File: config.mk
export PLATFORM = sky130hd
export DESIGN_NAME = cdb_arbiter
export DESIGN_NICKNAME = d
export VERILOG_FILES = /design/src/rtl/cdb_arbiter_pkg.sv /design/src/rtl/cdb_arbiter_rr_pick2.sv /design/src/rtl/cdb_arbiter.sv
export SDC_FILE = /design/constraint.sdc
export NUM_CORES = 1
export LEC_CHECK = 0
export ABC_CLOCK_PERIOD_IN_PS = 5400
export CAP_MARGIN = 20
export CORE_MARGIN = 3
export CORE_UTILIZATION = 49
export DETAILED_ROUTE_END_ITERATION = 7
export PLACE_DENSITY = 0.83
export SLEW_MARGIN = 15
export SYNTH_ARGS = -nofsm -noshare
export SYNTH_HDL_FRONTEND = slang
export SYNTH_SLANG_ARGS = --single-unit
File: constraint.sdc
create_clock -name clk -period 5.4 [get_ports clk]
set_clock_uncertainty 0.05 [all_clocks]
set_input_delay 1.08 -clock clk [delete_from_list [all_inputs] [get_ports clk]]
set_output_delay 1.08 -clock clk [all_outputs]
set_load 0.05 [all_outputs]
File: src/rtl/cdb_arbiter_pkg.sv
// Shared CDB types: one bus entry (result plus destination tags) and the bus count.
// Reused by the ROB and reservation stations so every CDB consumer decodes the same layout.
package cdb_arbiter_pkg;

  localparam int CDB_COUNT = 2;
  localparam int CDB_XLEN  = 32;
  localparam int CDB_REG_W = 6;

  typedef struct packed {
    logic [CDB_XLEN-1:0]  result;
    logic [CDB_REG_W-1:0] arn;
    logic [CDB_REG_W-1:0] rrn;
  } cdb_entry_t;

endpackage

File: src/rtl/cdb_arbiter_rr_pick2.sv
// Rotating-priority picker: first two set request bits at or above ptr (mod N), as one-hot grants.
// Latency: combinational, no state; backpressure: none, requests not granted simply stay pending.
module rr_pick2 #(
  parameter int N  = 4,
  parameter int PW = (N > 1) ? $clog2(N) : 1
) (
  input  logic [N-1:0]  req,
  input  logic [PW-1:0] ptr,
  output logic [N-1:0]  gnt0,
  output logic [N-1:0]  gnt1,
  output logic          vld0,
  output logic          vld1
);

  always_comb begin
    int          idx;
    logic [PW-1:0] idx_b;
    gnt0  = '0;
    gnt1  = '0;
    vld0  = 1'b0;
    vld1  = 1'b0;
    idx   = 0;
    idx_b = '0;
    for (int j = 0; j < N; j++) begin
      idx = int'(ptr) + j;
      if (idx >= N) idx = idx - N;
      idx_b = PW'(idx);
      if (req[idx_b]) begin
        if (!vld0) begin
          gnt0[idx_b] = 1'b1;
          vld0        = 1'b1;
        end else if (!vld1) begin
          gnt1[idx_b] = 1'b1;
          vld1        = 1'b1;
        end
      end
    end
  end

endmodule

File: src/rtl/cdb_arbiter.sv
// Per-source one-entry holding registers driven onto two CDBs by a rotating-priority picker.
// Latency: accept at edge N, earliest on CDB in cycle N+1; backpressure: src_ready low while held and ungranted.
module cdb_arbiter
  import cdb_arbiter_pkg::*;
#(
  parameter int SOURCES = 4,
  parameter int XLEN    = CDB_XLEN,
  parameter int REG_W   = CDB_REG_W
) (
  input  logic                       clk,
  input  logic                       reset_n,
  input  logic                       flush,
  input  logic [SOURCES-1:0]         src_valid,
  output logic [SOURCES-1:0]         src_ready,
  input  logic [SOURCES*XLEN-1:0]    src_result,
  input  logic [SOURCES*REG_W-1:0]   src_arn,
  input  logic [SOURCES*REG_W-1:0]   src_rrn,
  output logic [CDB_COUNT-1:0]       cdb_valid,
  output logic [CDB_COUNT*XLEN-1:0]  cdb_result,
  output logic [CDB_COUNT*REG_W-1:0] cdb_arn,
  output logic [CDB_COUNT*REG_W-1:0] cdb_rrn
);

  localparam int PW = (SOURCES > 1) ? $clog2(SOURCES) : 1;

  cdb_entry_t           hold [SOURCES];
  logic [SOURCES-1:0]   hold_valid;
  logic [PW-1:0]        rr_ptr;
  logic [PW-1:0]        last_idx;
  logic [PW-1:0]        next_ptr;
  logic                 ready_en;
  logic [SOURCES-1:0]   gnt0, gnt1, granted, take;
  logic                 vld0, vld1;
  logic [CDB_COUNT-1:0] bus_vld;
  cdb_entry_t           bus_ent [CDB_COUNT];

  rr_pick2 #(.N(SOURCES), .PW(PW)) u_pick (
    .req  (hold_valid),
    .ptr  (rr_ptr),
    .gnt0 (gnt0),
    .gnt1 (gnt1),
    .vld0 (vld0),
    .vld1 (vld1)
  );

  // Flush suppresses every grant, so nothing is emitted or released that cycle.
  assign granted   = flush ? '0 : (gnt0 | gnt1);
  assign bus_vld   = {vld1 & ~flush, vld0 & ~flush};
  assign src_ready = {SOURCES{ready_en & ~flush}} & (~hold_valid | granted);
  assign take      = src_valid & src_ready;

  always_comb begin
    last_idx = '0;
    for (int i = 0; i < SOURCES; i++) begin
      if (vld1 ? gnt1[i] : gnt0[i]) last_idx = PW'(i);
    end
  end

  assign next_ptr = (last_idx == PW'(SOURCES - 1)) ? '0 : last_idx + 1'b1;

  always_comb begin
    bus_ent[0] = '0;
    bus_ent[1] = '0;
    for (int i = 0; i < SOURCES; i++) begin
      if (gnt0[i]) bus_ent[0] = hold[i];
      if (gnt1[i]) bus_ent[1] = hold[i];
    end
  end

  // Idle buses are all-zero and arn 0 forces a zero result: consumers match tags without looking at valid.
  always_comb begin
    cdb_valid  = '0;
    cdb_result = '0;
    cdb_arn    = '0;
    cdb_rrn    = '0;
    for (int k = 0; k < CDB_COUNT; k++) begin
      cdb_valid[k] = bus_vld[k];
      if (bus_vld[k]) begin
        cdb_arn[k*REG_W +: REG_W] = bus_ent[k].arn;
        cdb_rrn[k*REG_W +: REG_W] = bus_ent[k].rrn;
        if (bus_ent[k].arn != '0) cdb_result[k*XLEN +: XLEN] = bus_ent[k].result;
      end
    end
  end

  always_ff @(posedge clk or negedge reset_n) begin
    if (!reset_n) begin
      ready_en <= 1'b0;
      rr_ptr   <= '0;
    end else begin
      ready_en <= 1'b1;
      if (flush)     rr_ptr <= '0;
      else if (vld0) rr_ptr <= next_ptr;
    end
  end

  always_ff @(posedge clk or negedge reset_n) begin
    if (!reset_n) begin
      hold_valid <= '0;
      for (int i = 0; i < SOURCES; i++) hold[i] <= '0;
    end else begin
      for (int i = 0; i < SOURCES; i++) begin
        if (flush) begin
          hold_valid[i] <= 1'b0;
        end else if (take[i]) begin
          hold_valid[i]  <= 1'b1;
          hold[i].result <= src_result[i*XLEN +: XLEN];
          hold[i].arn    <= src_arn[i*REG_W +: REG_W];
          hold[i].rrn    <= src_rrn[i*REG_W +: REG_W];
        end else if (granted[i]) begin
          hold_valid[i] <= 1'b0;
        end
      end
    end
  end

endmodule

==> flow_metrics.py <==
metrics = {
    "yosys": {
        "synth-compound-area-share": 0.192,
        "synth-simple-area-share": 0.103,
        "yosys_warnings": 0,
        "net_count_synth": 1184,
        "synth.lib_cells_used.distinct": 52,
        "postSynth.asyncResetShare": 1.00,
        "synth-xor-area-share": 0.00172,
        "edff_count_synth": 0,
        "synth_flop_cell": "sky130_fd_sc_hd__dfrtp_1",
        "netlist_top_cells_area": "sky130_fd_sc_hd__dfrtp_1 (45%), sky130_fd_sc_hd__mux2_2 (19%), sky130_fd_sc_hd__a221oi_1 (6.7%), sky130_fd_sc_hd__nor2_1 (4.9%), sky130_fd_sc_hd__a21oi_1 (4.2%)",
        "synth_mux_area_frac": 0.204,
        "synth_most_common_cell": "sky130_fd_sc_hd__dfrtp_1",
        "synthDominantAreaCellType": "sky130_fd_sc_hd__dfrtp_1",
        "netlist_area_mm2": 0.0102,
        "synthesis.instances": 996,
        "ys_ff_latch": 183,
        "synth_fa_ha_area_frac": 0.00714,
        "synth_top_family_by_area": "multiplexers",
        "synth-seq-area-share": 0.450,
        "postSynthAreaPerCell_um2": 10.2,
        "yosys-top-cells-count": "sky130_fd_sc_hd__dfrtp_1 (183), sky130_fd_sc_hd__mux2_2 (176), sky130_fd_sc_hd__nor2_1 (132), sky130_fd_sc_hd__a21oi_1 (86), sky130_fd_sc_hd__a221oi_1 (78)",
        "netlist.area_leader.share": 0.450,
    },
    "timing": {
        "maxSlewViolCount": 0,
        "final_period_demand_of_the_worst_path_ns": 5.53,
        "rsz0062_at_grt": "true",
        "tightestPinTransition_ns": 0.966,
        "holdWs_ns": 0.477,
        "relSlewSlack": 0.356,
        "postLayoutSetupSlackWorst_ns": -0.133,
        "finalSetupTns_ns": -3.62,
        "finalSetupViolCount": 33,
        "finalHoldViolCount": 0,
        "timing.final.crit_share": 1.02,
        "max_freq_mhz": 181,
    },
    "placed_design": {
        "gp_congestion": 0.895,
        "dp_hpwl_mm": 24.7,
        "port-buffer-count": 276,
        "dp_worst_setup_slack_ns": 0.0935,
    },
    "routing": {
        "first_pass_iters": 5,
        "drt_iter0_markers": 895,
        "routed_via_density": 6.52,
        "drc_errors": 0,
        "postRouteAntennaNets": 0,
        "drt_wl_total_mm": 39.2,
        "route.vias.total": 10100,
        "drt-wirelength-per-cell_um": 25.4,
    },
    "critical_path": {
        "cp_max_fo": 8,
        "cp-end-kind": "primary output",
        "cp.arrival_ns": 4.40,
        "cp_slowest_stage_delay_ns": 0.62,
        "critical_path_class": "reg2out",
        "timing.critical_path.cells": "inv_2, ha_4, mux4_2, buf_6, xor2_4, a32oi_2, a221oi_4, buf_4, a2111oi_4, o32ai_2, o41ai_4, buf_6, buf_12, nor2_4, buf_12",
        "crit_path_start_kind": "flop",
        "worst_path_max_delay_cell": "sky130_fd_sc_hd__mux4_2",
        "critical_path_rt_ns": 4.27,
    },
    "power_and_ir_drop": {
        "power.switching_fraction": 0.474,
        "peakVddDrop_v": 0.000348,
        "total_leakage_power_nw": 5.94,
        "intPower_mw": 4.31,
        "share_clk_of_total_power": 0.156,
        "switchingPower_mw": 3.89,
        "power.share.sequential": 0.266,
        "power_density_mw_per_mm2": 539,
        "pwr-share-comb": 0.577,
    },
    "clock_network": {
        "htree_num_levels": 4,
        "cts_made_buffers": 17,
        "clock_sink_count": 183,
        "clk_pin_slew_ns": 0.07,
        "clock_latency_ns": 0.43,
        "tritoncts_clock_tree": "done",
        "cts_max_path_buffers": 2,
        "cts_root_buf": "sky130_fd_sc_hd__clkbuf_16",
    },
    "layout": {
        "final_nets": 1448,
        "area.growth.synth_to_final_pct": 49.6,
        "seq_area_mm2": 0.00458,
        "layout-drive-gt1-share": 0.364,
        "total_area_of_multi_input_combinational_cells_mm2": 0.00586,
        "n_fill_cell": 1325,
    },
    "grt": {
        "grt_antenna_before_repair": 1,
        "overflow": 0,
        "grt_pass1_wl_mm": 56.6,
        "grt_usage": 0.326,
        "grt_max_degree": 119,
        "first_global_vias": 10200,
    },
    "floorplan": {
        "die_area_mm2": 0.0225,
        "die-height_um": 150,
        "die_w_um": 150,
        "area_of_the_placeable_core_mm2": 0.0203,
        "design.portCount": 277,
        "initial_core_util": 0.501,
        "fp-row-count": 52,
    },
    "job": {
        "max-cap-violations": 0,
    },
    "min_path": {
        "timing.hold.worst.class": "reg2reg",
    },
    "run_status": {
        "violated_checks": "setup timing",
        "status": "finished, violations left",
    },
}
[critical path: cells and delay by family (launching register included)]
kind                       cells  cell delay (ns)
muxes                          1             0.62
AOI/OAI and AO/OA              5             1.35
DFF                            1             0.38
buffers and inverters          6             1.04
adders and majority gates      1             0.29
xor gates and xnor gates       1             0.21
and+or+nand+nor                1             0.07
[final cells by class]
class	count	share of cell area
sequential	183	0.301
inverter	7	0.00173
timing repair buffer	335	0.250
antenna	2	0.000329
multi-input combinational	716	0.385
clock buffer	18	0.0289
clock inverter	14	0.0104
tap	270	0.0222
[sequential cells by signal, indices dropped and copies added (netlist names)]
register	flops
hold	176
hold_valid	4
ready_en	1
rr_ptr	2
[final timing paths]
kind / from / endpoint / slack (ns) / cells after the start
max in group asynchronous: reset_n / hold[109] / 3.45 / 2
worst min-delay path: hold[82] / hold[82] / 0.48 / 1
worst max-delay path: rr_ptr[1] / cdb_result[58] / -0.13 / 15
worst min register to register: hold[82] / hold[82] / 0.48 / 1
worst max register to register: rr_ptr[1] / hold[109] / 0.86 / 14
min in group asynchronous: reset_n / hold[38] / 0.72 / 1
[routing by layer]
metal,global-route usage,share of wire,vias up
met5,0,0,-
met3,0.0772,0.10,122
met2,0.528,0.49,683
met4,0.148,0.040,0
li1,-,-,4259
met1,0.415,0.37,5014
[power groups by stage]
stage               combinational, mW  sequential [mW]  clock, mW
floorplan                        2.81             2.05          0
global placement                 4.09             2.13          0
detailed placement               4.16             2.17          0
CTS                              4.33             2.15       1.29
global route                     4.98             2.23       1.34
finish                           4.74             2.19       1.28
[per-stage QoR]
stage | area [um^2] | total power, mW | util | instances
3_5_place_dp | 13800 | 6.33 | 0.680 | 1487
3_3_place_gp | 13800 | 6.22 | 0.680 | 1487
4_1_cts | 14700 | 7.77 | 0.722 | 1530
2_1_floorplan | 10300 | 4.86 | - | 996
5_1_grt | 15200 | 8.56 | 0.749 | 1545
6_report | 15200 | 8.20 | 0.749 | 1545
[cell families after synthesis]
group | after synthesis
buffers and inverters | 99
muxes | 180
DFF | 183
and+or+nand+nor | 232
AOI/OAI and AO/OA | 293
xor gates and xnor gates | 2
other | 1
adders and majority gates | 6
[timing repair]
item / in CTS / in global routing
hold buffers: 0 / 0
setup endpoints to repair: 67 / 69
resized for setup: 32 / 91
gates cloned: 2 / 3
setup buffers: 9 / 11
pin swaps: 8 / 31
[placed cells by master (no fill, tap or decap), drive strengths merged, types with 2 or more instances in the layout]
cell           count
a2111oi            8
a211oi             2
a21boi             9
a21oi             86
a221oi            79
a22o               3
a31oi              3
a32o               2
a32oi              3
and2              12
buf              146
clkbuf            22
clkdlybuf4s50    185
clkinv             5
dfrtp            183
diode              2
ha                 5
inv               14
mux2             176
mux4               6
nand2             17
nand3              2
nand3b             4
nor2             132
nor2b              2
nor3              50
nor4               5
o211ai             4
o21ai             75
o21bai             3
o22ai              6
o32ai              4
or2                4
xor2               2
Power figures use the tool's default switching activity.
